[src/rtl/fp_exc_pkg.sv]
// Shared types and constants for the floating-point exception unit:
// operand class record, sticky bit positions and the all-ones exponent.
package fp_exc_pkg;

  typedef struct packed {
    logic zero;
    logic sub;
    logic inf;
    logic nan;
  } fp_class_t;

  localparam int STK_INV  = 3;
  localparam int STK_OVF  = 2;
  localparam int STK_UNF  = 1;
  localparam int STK_ZERO = 0;

  function automatic logic [31:0] exp_max(input int exp_w);
    return (32'd1 << exp_w) - 32'd1;
  endfunction

endpackage

[src/rtl/fp_classify.sv]
// Combinational operand classifier: zero / subnormal / infinity / NaN.
// With DAZ set, subnormals are reported as zero and never as sub.
module fp_classify
  import fp_exc_pkg::*;
#(
  parameter int EXP_W = 8,
  parameter int MAN_W = 23,
  parameter int DAZ   = 0
) (
  input  logic [EXP_W-1:0] exp_in,
  input  logic [MAN_W-1:0] man_in,
  output fp_class_t        cls
);

  localparam logic [EXP_W-1:0] EXP_MAX = EXP_W'(exp_max(EXP_W));

  logic exp_zero;
  logic exp_all;
  logic man_zero;

  assign exp_zero = (exp_in == '0);
  assign exp_all  = (exp_in == EXP_MAX);
  assign man_zero = (man_in == '0);

  always_comb begin
    cls.zero = exp_zero & (man_zero | (DAZ != 0));
    cls.sub  = exp_zero & !man_zero & (DAZ == 0);
    cls.inf  = exp_all & man_zero;
    cls.nan  = exp_all & !man_zero;
  end

endmodule

[src/rtl/fp_exc_unit.sv]
// Exception flag unit: classifies operands at issue, delays only the class
// bits, and merges them with the datapath result arriving LAT cycles later.
module fp_exc_unit
  import fp_exc_pkg::*;
#(
  parameter int EXP_W = 8,
  parameter int MAN_W = 23,
  parameter int LAT   = 7,
  parameter int DAZ   = 0,
  parameter int CNT_W = 16
) (
  input  logic             CLK,
  input  logic             RST,
  input  logic             in_valid,
  input  logic [EXP_W-1:0] Ex,
  input  logic [EXP_W-1:0] Ey,
  input  logic [MAN_W-1:0] Mx,
  input  logic [MAN_W-1:0] My,
  input  logic [EXP_W-1:0] Ez,
  input  logic [MAN_W-1:0] Mz,
  input  logic             ovf_case,
  input  logic             unf_case,
  input  logic             clr_sticky,
  output logic             out_valid,
  output logic             invalid_flag,
  output logic             overflow_flag,
  output logic             underflow_flag,
  output logic             zero_flag,
  output logic             nan_flag,
  output logic [3:0]       sticky_flags,
  output logic [CNT_W-1:0] exc_count
);

  localparam logic [EXP_W-1:0] EXP_MAX = EXP_W'(exp_max(EXP_W));

  fp_class_t x_cls, y_cls;

  fp_classify #(.EXP_W(EXP_W), .MAN_W(MAN_W), .DAZ(DAZ)) u_cls_x (
    .exp_in(Ex), .man_in(Mx), .cls(x_cls)
  );
  fp_classify #(.EXP_W(EXP_W), .MAN_W(MAN_W), .DAZ(DAZ)) u_cls_y (
    .exp_in(Ey), .man_in(My), .cls(y_cls)
  );

  fp_class_t x_d [LAT];
  fp_class_t y_d [LAT];
  fp_class_t x_pipe [LAT];
  fp_class_t y_pipe [LAT];
  logic      v_d [LAT];
  logic      v_pipe [LAT];

  genvar gi;
  generate
    for (gi = 0; gi < LAT; gi++) begin : g_stage
      if (gi == 0) begin : g_head
        assign x_d[gi] = x_cls;
        assign y_d[gi] = y_cls;
        assign v_d[gi] = in_valid;
      end else begin : g_tail
        assign x_d[gi] = x_pipe[gi-1];
        assign y_d[gi] = y_pipe[gi-1];
        assign v_d[gi] = v_pipe[gi-1];
      end
    end
  endgenerate

  fp_class_t xs, ys;
  logic      vs;
  assign xs = x_pipe[LAT-1];
  assign ys = y_pipe[LAT-1];
  assign vs = v_pipe[LAT-1];

  logic res_max;
  logic inv_next, ovf_next, unf_next, zero_next;

  // Every flag is gated by the stage valid so bubbles never raise anything.
  always_comb begin
    res_max   = (Ez == EXP_MAX) && (Mz == '0);
    inv_next  = vs & (xs.nan | ys.nan | (xs.zero & ys.inf) | (xs.inf & ys.zero));
    ovf_next  = vs & !inv_next & (xs.inf | ys.inf | res_max | ovf_case);
    zero_next = vs & !inv_next & (xs.zero | ys.zero);
    unf_next  = vs & !inv_next & !zero_next & !ovf_next & unf_case;
  end

  logic [3:0]       sticky_base, sticky_next;
  logic [CNT_W-1:0] cnt_base, cnt_next;

  // A clear in the same cycle as a result keeps that result's contribution.
  always_comb begin
    sticky_base = clr_sticky ? 4'b0 : sticky_flags;
    cnt_base    = clr_sticky ? '0 : exc_count;
    sticky_next = sticky_base;
    sticky_next[STK_INV]  = sticky_base[STK_INV]  | inv_next;
    sticky_next[STK_OVF]  = sticky_base[STK_OVF]  | ovf_next;
    sticky_next[STK_UNF]  = sticky_base[STK_UNF]  | unf_next;
    sticky_next[STK_ZERO] = sticky_base[STK_ZERO] | zero_next;
    cnt_next = cnt_base;
    if ((inv_next | ovf_next | unf_next) && (cnt_base != '1))
      cnt_next = cnt_base + CNT_W'(1);
  end

  always_ff @(posedge CLK or negedge RST) begin
    if (!RST) begin
      for (int i = 0; i < LAT; i++) begin
        x_pipe[i] <= '0;
        y_pipe[i] <= '0;
        v_pipe[i] <= 1'b0;
      end
      out_valid      <= 1'b0;
      invalid_flag   <= 1'b0;
      overflow_flag  <= 1'b0;
      underflow_flag <= 1'b0;
      zero_flag      <= 1'b0;
      nan_flag       <= 1'b0;
      sticky_flags   <= 4'b0;
      exc_count      <= '0;
    end else begin
      for (int i = 0; i < LAT; i++) begin
        x_pipe[i] <= x_d[i];
        y_pipe[i] <= y_d[i];
        v_pipe[i] <= v_d[i];
      end
      out_valid      <= vs;
      invalid_flag   <= inv_next;
      overflow_flag  <= ovf_next;
      underflow_flag <= unf_next;
      zero_flag      <= zero_next;
      nan_flag       <= inv_next;
      sticky_flags   <= sticky_next;
      exc_count      <= cnt_next;
    end
  end

endmodule

[config.mk]
export PLATFORM = sky130hd
export DESIGN_NAME = fp_exc_unit
export DESIGN_NICKNAME = d
export VERILOG_FILES = /design/src/rtl/fp_exc_pkg.sv /design/src/rtl/fp_classify.sv /design/src/rtl/fp_exc_unit.sv
export SDC_FILE = /design/constraint.sdc
export NUM_CORES = 1
export LEC_CHECK = 0
export CAP_MARGIN = 0
export CORE_MARGIN = 4
export CORE_UTILIZATION = 44
export CTS_BUF_LIST = sky130_fd_sc_hd__clkbuf_16
export CTS_CLUSTER_DIAMETER = 200
export DETAILED_ROUTE_END_ITERATION = 16
export GPL_TIMING_DRIVEN = 1
export PLACE_DENSITY = 0.84
export RECOVER_POWER = 50
export SETUP_SLACK_MARGIN = 0.1
export SLEW_MARGIN = 10
export SYNTH_ARGS = -nofsm -noshare
export SYNTH_HDL_FRONTEND = slang
export SYNTH_SLANG_ARGS = --single-unit
[constraint.sdc]
create_clock -name CLK -period 6.3 [get_ports CLK]
set_input_delay 0.63 -clock CLK [delete_from_list [all_inputs] [get_ports CLK]]
set_output_delay 0.63 -clock CLK [all_outputs]
set_load 0.01 [all_outputs]
Word-level counts from Yosys, hierarchy flattened
Cells that the tools add are included.
Word-level totals
  register bits after elaboration: 74
  input port bits: 99
  word-level logic and storage cells: 104
Cells by class
  add/sub/neg operators: 1
  equal/unequal tests: 4
  muxes and demuxes: 3
  bitwise gates (word level): 28
  reductions and logical operators: 12
Operator list (number)
  $logic_not A23 Y1: 3
  $mux W16: 2
  $eq A8 B8 Y1 const B: 3
  $add A16 B1 Y16 const B: 1
  $logic_not A8 Y1: 2
  $ne A16 B16 Y1 const B: 1
  $and A1 B1 Y1: 15
  $or A1 B1 Y1: 13
  $logic_not A1 Y1: 5
  $mux W4: 1
  $logic_and A1 B1 Y1: 2

Longest topological paths before layout
Gate-level depths: netlist of the first run.
  depth after elaboration: 14
  depth in mapped cells: 10

By module
Synthesis of the first run repeated with hierarchy kept, for this count alone.
Second synthesis, totals
  cell total of the unflattened synthesis: 223
  area total of the unflattened synthesis: 2870.3 um^2
Modules (own cells, without submodules)
  fp_exc_unit: times used 1, cells an instance 183, area an instance 2600.0 um^2, seq. area each 1851.8 um^2
  fp_classify: times used 2, cells an instance 20, area an instance 135.1 um^2, seq. area each 0.0 um^2

Least setup slack after synthesis of the first run
OpenSTA, ideal clock, no wires.
  path type: input port to flip-flop
  start: input clr_sticky
  end: register exc_count[10]
  setup time: 127 ps
  data arrival time: 2588 ps
  slack: 3584 ps
  stages on the path: 9
  buffers on the path: 1
  cell sequence: clkbuf_1 -> nor2b_1 -> ha_1 -> nand3_1 -> nor4b_1 -> and3_1 -> a211oi_4 -> and4_1 -> mux2_1
Between the ends
  cells in the longest elaborated chain, start to end: 4
  elaborated cells on any way between the ends: 5
  those cells by class: 1 x add/sub; 1 x eq/ne; 2 x mux; 1 x reduce/logical
Ends and longest elaborated chain
  from (decl): line fp_exc_unit.sv:23  | input logic clr_sticky,
  $mux W16 *: line fp_exc_unit.sv:91  | cnt_base = clr_sticky ? '0 : exc_count;
  branches (longest 2 deep; another with $add A16 B1 Y16)
  $mux W16 *: line fp_exc_unit.sv:98  | if ((inv_next | ovf_next | unf_next) && (cnt_base != '1))
  net cnt_next[10]: line fp_exc_unit.sv:86  | logic [CNT_W-1:0] cnt_base, cnt_next;
  to (signal assigned): line fp_exc_unit.sv:130  | exc_count <= cnt_next;
  to (decl): line fp_exc_unit.sv:31  | output logic [CNT_W-1:0] exc_count
Mark *: on every way through the listed nets, which the timed path passes.

==> run_results.csv, run 1 <==
group,metric,value,unit
outcome,status,"finished, violations left",
outcome,violations,"max-capacitance violations, max-slew violations",
synth,synth.cell_area,2760,µm²
run,maxCapViolations,1,
power,power.total,1.08,mW
synth,yosys_warnings,0,
placed_design,dp_hpwl,4.94,mm
placed_design,place_congestion,0.862,
floorplan,coreArea,5990,µm²
timing,tightest_slew,3610,ps
global_routing,grt-ovfl-total,0,
timing,setup_viol,0,
worst_setup_path,cp.arrival,3260,ps
timing,fin_crit_sh,0.581,
power,leakagePower,1.90,nW
routing,first_pass_iters,4,
global_routing,grt_pass1_vias,2389,
worst_setup_path,cp-start-kind,"input pin",
worst_setup_path,crit_path_end_kind,"async pin",
clocking,cts_tree,"done",
synth,synth_nets,313,
timing,max_freq,0.273,GHz
layout,fill_cells,398,
worst_setup_path,slowest_delay,2530,ps
worst_setup_path,r2r-start,"exc_count[1]$_DFF_PN0_",
synth,synth_cells,213,
global_routing,grt_pass1_wl,10.2,mm
timing,maxSlewViolCount,75,
worst_setup_path,crit_chain,"buf_2 -> clkbuf_1",
global_routing,antenna_found_initial,0,
floorplan,fp.dieH,87.3,µm
routing,drt-total-wl,6.56,mm
clocking,clockRootBuffer,"clkbuf_16",
layout,layout_commonest_cell,"clkdlybuf4s50_1",
layout,drive_gt1_frac,0.0659,
clocking,cts_resized,0,
clocking,htreeDepth,3,
placed_design,portBuffers,124,
timing,clock_skew,6.39,ps
global_routing,grt_max_degree,75,
clocking,post_cts_buffers,0,
worst_setup_path,reg2reg_depth,9,
clocking,ctsLongestPathBuffers,2,
placed_design,dp_slack,2530,ps
worst_setup_path,worstSetupPathType,"input pin to async pin",
synth,synth_area_per_cell,13.0,µm²
synth,synth.distinct_cells,35,
clocking,clkSinkCount,74,
timing,setup-tns-final,0,ps
worst_setup_path,timing.rr.end,"exc_count[10]$_DFF_PN0_",
synth,synth-seq-cells,74,
layout,n_antenna_cell,0,
clocking,cts.clk_slew.worst_paths,50,ps
clocking,postCtsHoldBufs,0,
worst_hold_path,hold_depth,0,
layout,fin_util,0.728,
floorplan,die_area,7610,µm²
clocking,clock_latency,330,ps
worst_setup_path,critical-path-top-delay-family,"buffers and inverters",
worst_setup_path,startpoint,"RST",
worst_setup_path,crit_buf_inv,2,
floorplan,io_pins,125,
worst_setup_path,crit_fanout,74,
timing,rsz0062_at_grt,"false",
synth,yosysSeqAreaShare,0.670,
timing,fin_ws,2640,ps
clocking,cts_buffers,9,
routing,route.detailed.wl_per_inst,15.5,µm
layout,area_growth,57.9,%
layout,final_cell_mix,"122 x clkdlybuf4s50_1, 74 x dfrtp_1, 19 x nor4_1, 15 x nand4_1, 13 x nor2_1",
floorplan,row_count,28,
routing,via_count,2290,
routing,viasPerCell,5.40,
routing,drt_iter0_markers,97,
power,vdd_ir_drop_max,0.000155,V
floorplan,start_util,0.461,
timing,max-slew-margin-rel,-1.40,
worst_hold_path,hold_path.class,"flop to flop",
power,powerDensity,247,nW/µm²
floorplan,die_w,87.3,µm
routing,ant_nets,0,
worst_hold_path,hp-start,"v_d[1]$_DFF_PN0_",
worst_hold_path,min_to,"v_d[0]$_DFF_PN0_",
layout,nNetsFinal,445,
timing,min_period,3660,ps
worst_setup_path,reg2reg_slack,3680,ps
timing,hold_viol_final,0,
global_routing,gr-usage-all-layers,0.181,
routing,drcViolationCount,0,
worst_setup_path,crit_path_top_delay_cell,"clkbuf_1",
worst_setup_path,worstPathRequired,5910,ps
stage by stage:
| stage | area, µm² | std cells | hold slack (ps) |
|---|---|---|---|
| floorplan | 2760 | 213 | 331 |
| global placement | 4080 | 409 | 333 |
| detailed placement | 4080 | 409 | 335 |
| CTS | 4370 | 424 | 347 |
| global route | 4360 | 424 | 350 |
| finish | 4360 | 424 | 345 |
cells in the mapped netlist:
library cell,n,area [µm²]
xor2_1,1,8.76
mux2_2,1,11.3
nor4_4,1,21.3
and4b_1,1,10.0
nand3_1,5,25.0
nor4b_1,1,8.76
a21oi_1,6,30.0
dfrtp_1,74,1850
nor2b_1,9,56.3
and4_1,2,17.5
and3b_1,1,8.76
buf_4,1,7.51
a2111oi_2,1,15.0
a2111oi_4,1,27.5
nor3_1,8,40.0
a31oi_1,1,6.26
mux2_1,1,11.3
nor4_1,19,119
nand4_1,15,93.8
buf_6,1,11.3
or4b_4,1,13.8
inv_1,7,26.3
nor2_1,13,48.8
xnor2_1,10,87.6
a211oi_4,1,20.0
clkbuf_1,2,7.51
and3_1,6,37.5
a31o_2,1,8.76
nand2_1,10,37.5
a211oi_1,2,15.0
and2_1,1,6.26
nand4b_1,1,8.76
or4_1,1,7.51
ha_1,1,12.5
a21o_1,6,45.0
cell type report:
cell class                 instances  area [µm²]  share of cell area
timing repair buffer             125        1240               0.284
sequential                        74        1850               0.424
multi-input combinational        128         860               0.197
clock buffer                       9         225              0.0516
tap                               75        93.8              0.0215
clock inverter                     6        67.6              0.0155
inverter                           7        26.3             0.00602
metal layers:
metal,wire length [µm],GRT usage
met5,0,0
met4,165,0.0934
met3,775,0.0785
met2,3400,0.327
met1,2220,0.171
registers in the layout, summed over array words and instances (netlist names), 3 cells and up:
name / cells
x_d: 18
y_d: 18
exc_count: 16
v_d: 6
sticky_flags: 4
x_pipe: 3
y_pipe: 3
power by group:
| group | leakage [nW] | internal [mW] | switching [mW] | total [mW] |
|---|---|---|---|---|
| sequential | 1.01 | 0.482 | 0.00401 | 0.486 |
| combinational | 0.753 | 0.0664 | 0.0350 | 0.101 |
| clock | 0.138 | 0.305 | 0.184 | 0.489 |
| total | 1.90 | 0.854 | 0.223 | 1.08 |
how the worst max path moves through the flow:
stage | endpoint | slack, ps | cells past startpoint
global route | v_d[2]$_DFF_PN0_ | 1680 | 2
floorplan | exc_count[10]$_DFF_PN0_ | 3580 | 9
CTS | exc_count[10]$_DFF_PN0_ | 2870 | 9
global placement | exc_count[10]$_DFF_PN0_ | 2620 | 9
detailed placement | exc_count[10]$_DFF_PN0_ | 2530 | 9
finish | x_d[1]$_DFF_PN0_ | 2640 | 2
cell families after synthesis:
logic type,after synthesis,synth area share
and+or+nand+nor,95,0.203
DFF,74,0.670
buffers and inverters,11,0.0190
xor gates and xnor gates,11,0.0349
AOI/OAI and AO/OA,19,0.0607
muxes,2,0.00815
adders and majority gates,1,0.00453
Note: power is estimated with default switching activity, not from simulation.
==> run 2: changes to the inputs <==
CORE_UTILIZATION = 41   (was 44)
PLACE_DENSITY = 0.79   (was 0.84)
clock period = 3.8 ns   (was 6.3 ns; I/O delays follow)
==> run 2 against run 1 <==
Against the previous run: the run still ends with max-capacitance violations, max-slew violations left; first-iteration DRC count stayed put; register-to-register slack lost 2600 ps; total power grew 56%; routed wire length is 3.2% lower; cell count rose by 0.94%; final area down 0.34%; sequential power up 66%; sequential share of layout area grew 0.15 points; via count decreased by 3.2%; combinational power up 69%; die area grew 6.6%.
==> run_results.csv, run 2 (same netlist as run 1, synthesis figures left out) <==
group,metric,value,unit
outcome,status,"finished, violations left",
outcome,violations,"max-capacitance violations, max-slew violations",
power,leakagePower,1.90,nW
routing,drcViolationCount,0,
routing,first_pass_iters,4,
clocking,ctsLongestPathBuffers,2,
worst_setup_path,r2r-start,"exc_count[0]$_DFF_PN0_",
layout,layout_commonest_cell,"clkdlybuf4s50_1",
clocking,clkSinkCount,74,
clocking,htreeDepth,3,
worst_setup_path,startpoint,"clr_sticky",
clocking,cts_resized,0,
power,vdd_ir_drop_max,0.000175,V
worst_setup_path,worstSetupPathType,"input pin to flop",
clocking,clockRootBuffer,"clkbuf_16",
global_routing,grt_pass1_vias,2296,
timing,rsz0062_at_grt,"false",
layout,nNetsFinal,448,
worst_setup_path,crit_fanout,15,
floorplan,die_w,90.1,µm
floorplan,coreArea,6460,µm²
power,powerDensity,387,nW/µm²
layout,final_cell_count_no_fill,428,
floorplan,fp.dieH,90.1,µm
timing,fin_crit_sh,0.757,
layout,seqCellArea,1850,µm²
floorplan,die_area,8120,µm²
timing,max-slew-margin-rel,-0.616,
routing,via_count,2217,
routing,drt_iter0_markers,97,
layout,fill_cells,483,
floorplan,start_util,0.428,
global_routing,antenna_found_initial,0,
run,maxCapViolations,1,
worst_setup_path,worstPathRequired,4000,ps
placed_design,dp_slack,652,ps
worst_setup_path,cp-start-kind,"input pin",
worst_setup_path,cp.arrival,3070,ps
placed_design,place_congestion,0.802,
timing,setup-tns-final,0,ps
worst_hold_path,hold_path.class,"flop to flop",
routing,drt-total-wl,6.35,mm
layout,fin_util,0.673,
timing,holdWs,345,ps
layout,n_antenna_cell,0,
worst_setup_path,crit_path_end_kind,"flop",
layout,drive_gt1_frac,0.0655,
global_routing,gr-usage-all-layers,0.158,
clocking,clock_latency,320,ps
timing,clock_skew,3.41,ps
floorplan,row_count,29,
timing,max_freq,0.348,GHz
layout,postLayoutCellArea,4350,µm²
layout,area_growth,57.4,%
timing,min_period,2880,ps
clocking,cts_buffers,9,
clocking,postCtsHoldBufs,0,
layout,final_cell_mix,"122 x clkdlybuf4s50_1, 74 x dfrtp_1, 19 x nor4_1, 15 x nand4_1, 13 x nor2_1",
timing,setup_viol,0,
timing,maxSlewViolCount,50,
routing,viasPerCell,5.18,
power,power.total,1.68,mW
global_routing,grt_pass1_wl,10.3,mm
timing,fin_ws,923,ps
worst_hold_path,hp-start,"x_d[4]$_DFF_PN0_",
placed_design,postPlaceCellArea,4100,µm²
clocking,cts.clk_slew.worst_paths,50,ps
timing,hold_viol_final,0,
floorplan,io_pins,125,
routing,route.detailed.wl_per_inst,14.8,µm
placed_design,dp_cells,414,
timing,tightest_slew,2420,ps
clocking,cts_tree,"done",
placed_design,portBuffers,124,
placed_design,dp_hpwl,5.01,mm
layout,multi_input_area,860,µm²
global_routing,grt_max_degree,50,
routing,ant_nets,0,
global_routing,grt-ovfl-total,0,
clocking,post_cts_buffers,0,
-- run 2: cell types whose count changed in the layout (fill, tap and decap cells not counted), sizes merged --
| cell | previous run | this run |
|---|---|---|
| buf | 1 | 4 |
| bufinv | 1 | 0 |
| clkinv | 2 | 3 |
| clkinvlp | 2 | 1 |
-- run 2: worst paths after layout --
kind                                             endpoint  slack, ps  cells past startpoint
min in group asynchronous       sticky_flags[2]$_DFF_PN0_        810                      1
max in group asynchronous          exc_count[3]$_DFF_PN0_       1620                      1
worst min-delay path                     x_d[0]$_DFF_PN0_        350                      0
worst min register to register           x_d[0]$_DFF_PN0_        350                      0
worst max-delay path              exc_count[10]$_DFF_PN0_        920                     10
worst max register to register    exc_count[10]$_DFF_PN0_       1100                      9
-- run 2: critical path, cell delays in order --
cell and delay [ps]:
clkdlybuf4s50_1 490, nor2_1 230, ha_1 220, nand3_1 100, nor4b_1 500, and3_1 350, a211oi_4 60, buf_4 220
and4_1 220, mux2_1 310
-- run 2: per-layer routing --
metal	track usage	wire length, µm	vias to the layer above
li1	-	-	1042
met1	0.174	2440	1037
met2	0.266	3130	123
met3	0.0651	670	15
met4	0.0740	112	0
met5	0	0	-
-- run 2: final cells by class --
type | instances | area share
clock buffers | 9 | 0.0518
well taps | 77 | 0.0222
flip-flops and latches | 74 | 0.426
repair buffers | 128 | 0.291
multi-input cells | 128 | 0.198
clock inverters | 5 | 0.00575
inverters | 7 | 0.00604
-- run 2: power breakdown --
group / switching, mW / leakage (nW) / internal [mW]
Combinational: 0.0588 / 0.768 / 0.113
Sequential: 0.00607 / 1.01 / 0.800
Clock: 0.279 / 0.126 / 0.426
==> run 3: changes to the inputs <==
CORE_UTILIZATION = 37   (was 41)
PLACE_DENSITY = 0.75   (was 0.79)
clock period = 2.4 ns   (was 3.8 ns; I/O delays follow)
==> run 3 against run 2 <==
Against the previous run: the run still ends with max-capacitance violations, max-slew violations left; sequential power grew 58%; sequential share of layout area shrank 1.5 points; sequential cell count is the same; final area grew 3.8%; setup slack lost 730 ps; non-clock buffer count grew 7; first-iteration DRC count shrank 12%; clock power grew 97%; die area grew 9.8%.
==> run_results.csv, run 3 (same netlist as run 1, synthesis figures left out) <==
group,metric,value,unit
outcome,status,"finished, violations left",
outcome,violations,"max-capacitance violations, max-slew violations",
timing,hold_viol_final,0,
routing,viasPerCell,4.90,
timing,min_period,2210,ps
timing,setup-tns-final,0,ps
worst_setup_path,crit_fanout,2,
routing,ant_nets,0,
routing,first_pass_iters,4,
routing,drcViolationCount,0,
layout,fill_cells,569,
global_routing,grt_pass1_wl,9.60,mm
routing,drt_iter0_markers,85,
global_routing,grt-ovfl-total,0,
timing,fin_crit_sh,0.921,
floorplan,coreArea,7250,µm²
layout,drive_gt1_frac,0.103,
layout,nNetsFinal,455,
timing,maxSlewViolCount,75,
clocking,clkSinkCount,74,
worst_setup_path,cp-start-kind,"input pin",
global_routing,gr-usage-all-layers,0.140,
timing,clock_skew,5.41,ps
worst_hold_path,hold_path.class,"flop to flop",
run,maxCapViolations,1,
placed_design,dp_hpwl,4.69,mm
placed_design,place_congestion,0.853,
routing,route.detailed.wl_per_inst,13.1,µm
timing,rsz0062_at_grt,"false",
clocking,htreeDepth,3,
layout,layout_commonest_cell,"clkdlybuf4s50_1",
clocking,post_cts_buffers,0,
global_routing,grt_pass1_vias,2286,
routing,drt-total-wl,6.02,mm
layout,final_cell_mix,"122 x clkdlybuf4s50_1, 74 x dfrtp_1, 19 x nor4_1, 15 x nand4_1, 13 x nor2_1",
global_routing,grt_max_degree,75,
global_routing,antenna_found_initial,0,
layout,n_antenna_cell,0,
clocking,cts_buffers,9,
floorplan,fp.dieH,94.4,µm
floorplan,io_pins,125,
timing,max_freq,0.452,GHz
timing,setup_viol,0,
worst_setup_path,crit_path_end_kind,"flop",
power,leakagePower,1.98,nW
clocking,clock_latency,320,ps
clocking,cts_tree,"done",
clocking,cts.clk_slew.worst_paths,60,ps
placed_design,portBuffers,124,
power,powerDensity,652,nW/µm²
clocking,ctsLongestPathBuffers,2,
floorplan,die_area,8920,µm²
layout,area_growth,63.3,%
power,vdd_ir_drop_max,0.000430,V
clocking,clockRootBuffer,"clkbuf_16",
floorplan,start_util,0.381,
worst_setup_path,worstSetupPathType,"input pin to flop",
worst_setup_path,cp.arrival,2410,ps
timing,tightest_slew,1720,ps
routing,via_count,2251,
worst_setup_path,worstPathRequired,2600,ps
timing,max-slew-margin-rel,-0.148,
timing,holdWs,342,ps
floorplan,die_w,94.4,µm
floorplan,row_count,31,
## run 3: cell count changes in the layout (fill, tap and decap cells not counted), sizes merged
cell,delta
buf,+7
bufinv,+2
clkinv,-1
inv,+1
## run 3: worst max-delay path: stages
cell and delay, ps:
clkdlybuf4s50_1 400, or4b_4 550, nor4_4 270, a2111oi_4 140
a211oi_4 260, and4_1 230, mux2_1 320
## run 3: path summary, 6_finish.rpt
check                      depth (start not counted)  slack [ps]              startpoint                 endpoint
max                                                7         190                   Mz[2]  exc_count[10]$_DFF_PN0_
min                                                0         340        y_d[4]$_DFF_PN0_         y_d[0]$_DFF_PN0_
max reg2reg                                        8         250  exc_count[0]$_DFF_PN0_  exc_count[10]$_DFF_PN0_
min reg2reg                                        0         340        y_d[4]$_DFF_PN0_         y_d[0]$_DFF_PN0_
max in group asynchronous                          1        1020                     RST   exc_count[0]$_DFF_PN0_
min in group asynchronous                          1         380                     RST  exc_count[13]$_DFF_PN0_
## run 3: repair_timing
item | 4_1_cts | 5_1_grt
hold endpoints to repair | 0 | 0
gates resized for setup | 0 | 2
hold buffers | 0 | 0
endpoints found under the setup margin | 0 | 4
## run 3: final cells by class
cell class	count	area [µm²]	area share
Timing Repair Buffer	135	1320	0.293
Clock inverter	7	93.8	0.0208
Tap cell	99	124	0.0274
Sequential cell	74	1850	0.410
Inverter	7	26.3	0.00582
Clock buffer	9	225	0.0499
Multi-Input combinational cell	128	870	0.193
## run 3: routing by layer
layer  global-route usage  up-vias  part of all wire
li1                     -     1063                 -
met1                0.147     1055              0.36
met2                0.241      121              0.49
met3               0.0629       12              0.13
met4               0.0614        0             0.017
met5                    0        -                 0
## run 3: stage by stage
stage | total power [mW] | utilization | cells | area [µm²] | setup slack, ps
final | 2.94 | 0.622 | 459 | 4510 | 189
after global routing | 3.06 | 0.622 | 459 | 4510 | 123
after CTS | 2.98 | 0.622 | 459 | 4510 | 187
after detailed placement | 1.58 | 0.578 | 443 | 4190 | -150
after global placement | 1.57 | 0.578 | 443 | 4190 | -137
after floorplan | 1.35 | - | 213 | 2770 | 186
## run 3: where the power goes
part           leakage, nW  internal [mW]  switching [mW]
logic                0.810          0.184          0.0920
registers             1.01           1.27         0.00912
clock network        0.157          0.908           0.482
